===== src/rtl/el2_dccm_init_ctrl.sv =====
// el2_dccm_init_ctrl: zero-fills every DCCM row after reset or on request, stalling core access meanwhile
module el2_dccm_init_ctrl #(
  parameter int DCCM_NUM_BANKS = 4,
  parameter int ROW_W = 10,
  parameter int DATA_W = 32,
  parameter int ECC_W = 7,
  parameter logic [ECC_W-1:0] INIT_ECC = '0,
  parameter bit AUTO_INIT = 1'b1
) (
  input  logic                               clk,
  input  logic                               rst_l,
  input  logic                               init_req,
  output logic                               init_busy,
  output logic                               init_done,
  output logic                               core_stall,
  input  logic [DCCM_NUM_BANKS-1:0]          core_clken,
  input  logic [DCCM_NUM_BANKS-1:0]          core_wren,
  input  logic [DCCM_NUM_BANKS*ROW_W-1:0]    core_addr,
  input  logic [DCCM_NUM_BANKS*DATA_W-1:0]   core_wr_data,
  input  logic [DCCM_NUM_BANKS*ECC_W-1:0]    core_wr_ecc,
  output logic [DCCM_NUM_BANKS*DATA_W-1:0]   core_dout,
  output logic [DCCM_NUM_BANKS*ECC_W-1:0]    core_ecc,
  output logic [DCCM_NUM_BANKS-1:0]          mem_clken,
  output logic [DCCM_NUM_BANKS-1:0]          mem_wren,
  output logic [DCCM_NUM_BANKS*ROW_W-1:0]    mem_addr,
  output logic [DCCM_NUM_BANKS*DATA_W-1:0]   mem_wr_data,
  output logic [DCCM_NUM_BANKS*ECC_W-1:0]    mem_wr_ecc,
  input  logic [DCCM_NUM_BANKS*DATA_W-1:0]   mem_dout,
  input  logic [DCCM_NUM_BANKS*ECC_W-1:0]    mem_ecc
);
  typedef enum logic {IDLE, INIT} state_t;
  localparam state_t RST_STATE = AUTO_INIT ? INIT : IDLE;
  state_t state, state_nxt;
  logic [ROW_W-1:0] row, row_nxt;
  logic done_nxt;
  always_ff @(posedge clk or negedge rst_l)
    if (!rst_l) begin
      state <= RST_STATE;
      row <= '0;
      init_done <= 1'b0;
    end else begin
      state <= state_nxt;
      row <= row_nxt;
      init_done <= done_nxt;
    end
  // row only ever leaves zero while sweeping, so IDLE can simply hold it at zero
  always_comb begin
    state_nxt = init_busy ? (&row ? IDLE : INIT) : (init_req ? INIT : IDLE);
    row_nxt = init_busy ? row + 1'b1 : '0;
    done_nxt = init_busy ? &row : init_done & ~init_req;
  end
  assign init_busy = state == INIT;
  assign core_stall = init_busy;
  assign mem_clken = init_busy ? '1 : core_clken;
  assign mem_wren = init_busy ? '1 : core_wren;
  assign mem_addr = init_busy ? {DCCM_NUM_BANKS{row}} : core_addr;
  assign mem_wr_data = init_busy ? '0 : core_wr_data;
  assign mem_wr_ecc = init_busy ? {DCCM_NUM_BANKS{INIT_ECC}} : core_wr_ecc;
  assign core_dout = mem_dout;
  assign core_ecc = mem_ecc;
endmodule


===== config.mk =====
export PLATFORM = sky130hd
export DESIGN_NAME = el2_dccm_init_ctrl
export DESIGN_NICKNAME = d
export VERILOG_FILES = /design/src/rtl/el2_dccm_init_ctrl.sv
export SDC_FILE = /design/constraint.sdc
export NUM_CORES = 1
export LEC_CHECK = 0
export BUFFER_PORTS_ARGS = -buffer_cell sky130_fd_sc_hd__buf_2
export CAP_MARGIN = 20
export CORE_AREA = 2 2 284 286
export CTS_CLUSTER_SIZE = 20
export DETAILED_ROUTE_END_ITERATION = 8
export DIE_AREA = 0 0 286 288
export GPL_TIMING_DRIVEN = 0
export PLACE_DENSITY = 0.3
export SYNTH_ARGS = -nofsm -noshare
export SYNTH_HDL_FRONTEND = slang
export SYNTH_SLANG_ARGS = --single-unit

===== constraint.sdc =====
create_clock -name clk -period 1.7 [get_ports clk]
set_clock_uncertainty 0.2 [all_clocks]
set_input_delay 0.17 -clock clk [delete_from_list [all_inputs] [get_ports clk]]
set_output_delay 0.17 -clock clk [all_outputs]
set_load 0.1 [all_outputs]

==> results by stage <==
Layout:
- The area growth from synthesis to layout is 254%.
- The final non-filler cell area is 0.0114 mm2.
- The most common library cell in the layout ignoring fill and taps is buf_2.
- The layout cell share with drive strength beyond 1 is 87.0%.
- Once layout is complete, the utilization of the core stands at 14.3%.
- The net count of the finished layout is 1447.
- The top cell types in the final layout, fill and taps aside, are buf_2 (373), buf_4 (164), buf_6 (111).

Global route:
- The number of global-route vias before repair was 5450.
- Across every metal layer, demand over resource in global routing totals 5.26%.
- Entering global routing, the biggest net connects 13 pins.
- The first-pass GRT wire length is 32.6 mm.
- The total overflow left after global routing is 0.
- The initial antenna violation count is 4.

CTS:
- The number of buffers inserted during clock tree synthesis is 3.
- The number of sinks handled by clock tree synthesis is 12.
- In this run the deepest clock path goes through 2 buffers.
- The CTS tree is done.
- The master cell of the clock root buffer is clkbuf_16.
- After clock tree synthesis, the clock-pin slew on the worst setup and hold paths is 0.05 ns.
- CTS built an H-tree with a depth of 1.
- The insertion delay of the later-clocked pin in the worst-skew pair is 0.24 ns.

Run:
- The tool flagged a number of max-cap violations equal to 0.

Logic synthesis:
- The average cell area after synthesis is 6.63 um2.
- The synthesis warning total is 0.
- The total nets after synthesis is 849.
- In this run, synthesis produced a sequential element count of 12.
- The netlist uses 25 different library cells.
- For this run, asynchronously set or reset flops after synthesis account for 100%.
- Yosys mapped a number of flops with a built-in enable equal to 0.
- The gate count after technology mapping is 485.
- Sorting the synthesized cells by area gives the leading types as buf_4 (37%), nor2b_1 (30%), dfrtp_1 (8.6%).
- Among all flip-flop cells after synthesis, the most frequent one is dfrtp_1.
- The netlist area before placement is 0.00322 mm2.
- Sequential elements use 9.38% of the synthesized area.
- The area share of the largest cell type after synthesis is 36.7%.
- The synthesized design spends more area on one cell type than any other, namely buf_4.

Floorplanning:
- The floorplan has 104 rows.
- For this configuration, the core starts out at a cell density of 4.04%.
- The placeable core area is 0.0796 mm2.
- The overall die width is 286 um.
- The height of the die is 288 um.
- For this design the top-level I/O count stands at 726.
- The die footprint is 0.0824 mm2.

Placement:
- The placed instances occupy a cell area of 0.00840 mm2.
- The final weighted congestion in routability-driven placement is 0.795.
- The quantity of I/O buffers inserted on ports is 569.
- The HPWL after detailed placement is 22.4 mm.

Power:
- In this run, the combinational gates consume 87.4% of the power.
- Power spread over the standard cell area amounts to 709 mW/mm2.
- The clock network power share is 6.0%.
- The reported leakage power is 0.00542 uW.
- The total power is 8060 uW.
- The internal cell power is 2930 uW.
- Net switching is 63.7% of the power.
- Across the VDD grid, the largest voltage drop is 0.00161 V.
- The proportion of power drawn by flip-flops and latches is 6.6%.
- For this design the total switching power over the nets is 5130 uW.

Setup path:
- The endpoint identified for the worst register-to-register timing path is row[6].
- The endpoint arrival time on the critical path is 1.73 ns.
- The register-to-register setup slack is 0 ns.
- In this design, the largest share of critical-path delay is due to buffers and inverters.
- STA classifies the critical path endpoint as an output pin.
- The largest stage delay on the critical path is 0.50 ns.
- The worst setup path is of the flop to output pin kind.
- The largest fanout on the critical path is 6.
- The worst setup path is launched from a flop.
- Walking the worst path, the cells encountered are buf_12 -> clkbuf_16 -> buf_4 -> clkbuf_16 -> nor2b_4 -> buf_12.
- The critical path contains buffers and inverters numbering 5 combined.
- Counting cells, the worst reg-to-reg path comes to 3.
- The launch instance of the worst register-to-register path is core_stall.
- The data required time of the worst path is 1.33 ns.
- For this design, the slowest cell found on the critical path is dfstp_4.

Outcome:
- The final reports fail on setup timing.
- The flow ran to the end, but the final reports show violations.

STA:
- Once routing completed, OpenROAD measured the worst setup slack at -0.403 ns.
- The worst hold slack is 0.198 ns.
- The smallest clock period supported by the final layout is computed as 2.10 ns.
- Setup repair after global routing could not meet its margin everywhere.
- The final period utilization is 124%.
- Headroom to the max-slew limit came out at 55.4%.
- For this run, the top clock speed supported by timing is 0.475 GHz.
- The number of pins with negative max-slew slack in the final report was 0.
- The final hold violation count is 0.
- The slew of the pin with the lowest slew margin is 0.674 ns.
- The setup violation total in the final timing report is 206.

Route:
- The via count of the routed design is 5357.
- The remaining design rule violation count is 0.
- Dividing the detail-routed wire length by the instance count gives 12.3 um.
- For this block, the initial DRC count from the detailed router was 113.
- The first detailed-routing pass ran for 4 iterations.
- The total detailed-routing wirelength is 26.3 mm.
- Using the TritonRoute via totals, the vias-per-cell ratio works out to 2.50.
- In this run the remaining antenna-violating nets after routing total 0.

Min path:
- The kind of path behind the tightest hold check is input port to async pin.
routing by layer:
metal	routed length, um	track usage [%]	part of all wire (%)
met1	8130	4.99	31
met5	0	0	0
met2	14700	10.6	56
met4	1330	2.79	5.1
met3	2160	0.975	8.2
state kept, by name, indices dropped and copies added (netlist names):
name	count
row	10
core_stall	1
init_done	1
kinds of logic (layout without fill, tap and decap cells):
family | count (synthesis) | count (layout) | synth area share (%)
buffers and inverters | 224 | 821 | 44.6
AND/OR/NAND/NOR | 195 | 195 | 36.7
AO/OA/AOI/OAI | 48 | 48 | 7.59
flip-flops | 12 | 12 | 9.38
XOR/XNOR | 3 | 3 | 0.817
multiplexers | 2 | 2 | 0.623
adder cells (fa/ha/maj) | 1 | 1 | 0.389
other | 0 | 2 | 0
power by group through the flow:
stage	clock network (uW)	logic, uW	registers, uW
after floorplan	0	4910	461
after global placement	0	5820	499
after detailed placement	0	5800	496
after CTS	496	7040	533
after global routing	515	7230	548
final	486	7040	533
through the flow:
stage	std cells	setup TNS, ns	setup WS (ns)
final	2144	-57.02	-0.403
after global routing	2144	-68.37	-0.438
after CTS	2128	-76.08	-0.461
after detailed placement	2114	-81.64	-1.03
after global placement	2114	-80.23	-1.03
after floorplan	485	-116.65	-1.00
synth_stat cells (2+ instances only):
| master | n |
|---|---|
| a21oi_1 | 3 |
| buf_2 | 2 |
| buf_4 | 157 |
| clkbuf_1 | 22 |
| dfrtp_1 | 11 |
| inv_1 | 43 |
| mux2i_1 | 2 |
| nand2_1 | 14 |
| nand3_1 | 4 |
| nor2_1 | 5 |
| nor2b_1 | 156 |
| o21ai_0 | 43 |
| or2_2 | 8 |
| or3_1 | 3 |
| xor2_1 | 2 |
how the worst max path moves through the flow:
stage | to | cells past startpoint | from | slack (ns)
global placement | mem_addr[10] | 5 | core_stall | -1.03
CTS | mem_addr[14] | 5 | core_stall | -0.46
detailed placement | mem_addr[10] | 5 | core_stall | -1.03
finish | mem_wr_data[2] | 6 | core_stall | -0.40
floorplan | mem_wr_data[100] | 3 | core_stall | -1.00
global route | mem_wr_data[2] | 6 | core_stall | -0.44
area by class of cell:
| class | count | area, um2 |
|---|---|---|
| flip-flops and latches | 12 | 307 |
| clock buffers | 4 | 88.8 |
| diodes | 2 | 5.00 |
| repair buffers | 593 | 5200 |
| fillers | 8951 | 68300 |
| inverters | 43 | 161 |
| plain buffers | 181 | 1640 |
| well taps | 1060 | 1330 |
| multi-input cells | 249 | 2650 |
repair_timing:
item                                    CTS  global route
gates cloned                              1             8
endpoints found under the setup margin  216           216
buffers inserted                          7             6
hold buffers                              2             0
hold endpoints to repair                 13             0
gates resized for setup                 431           269
Power figures use the tool's default switching activity.
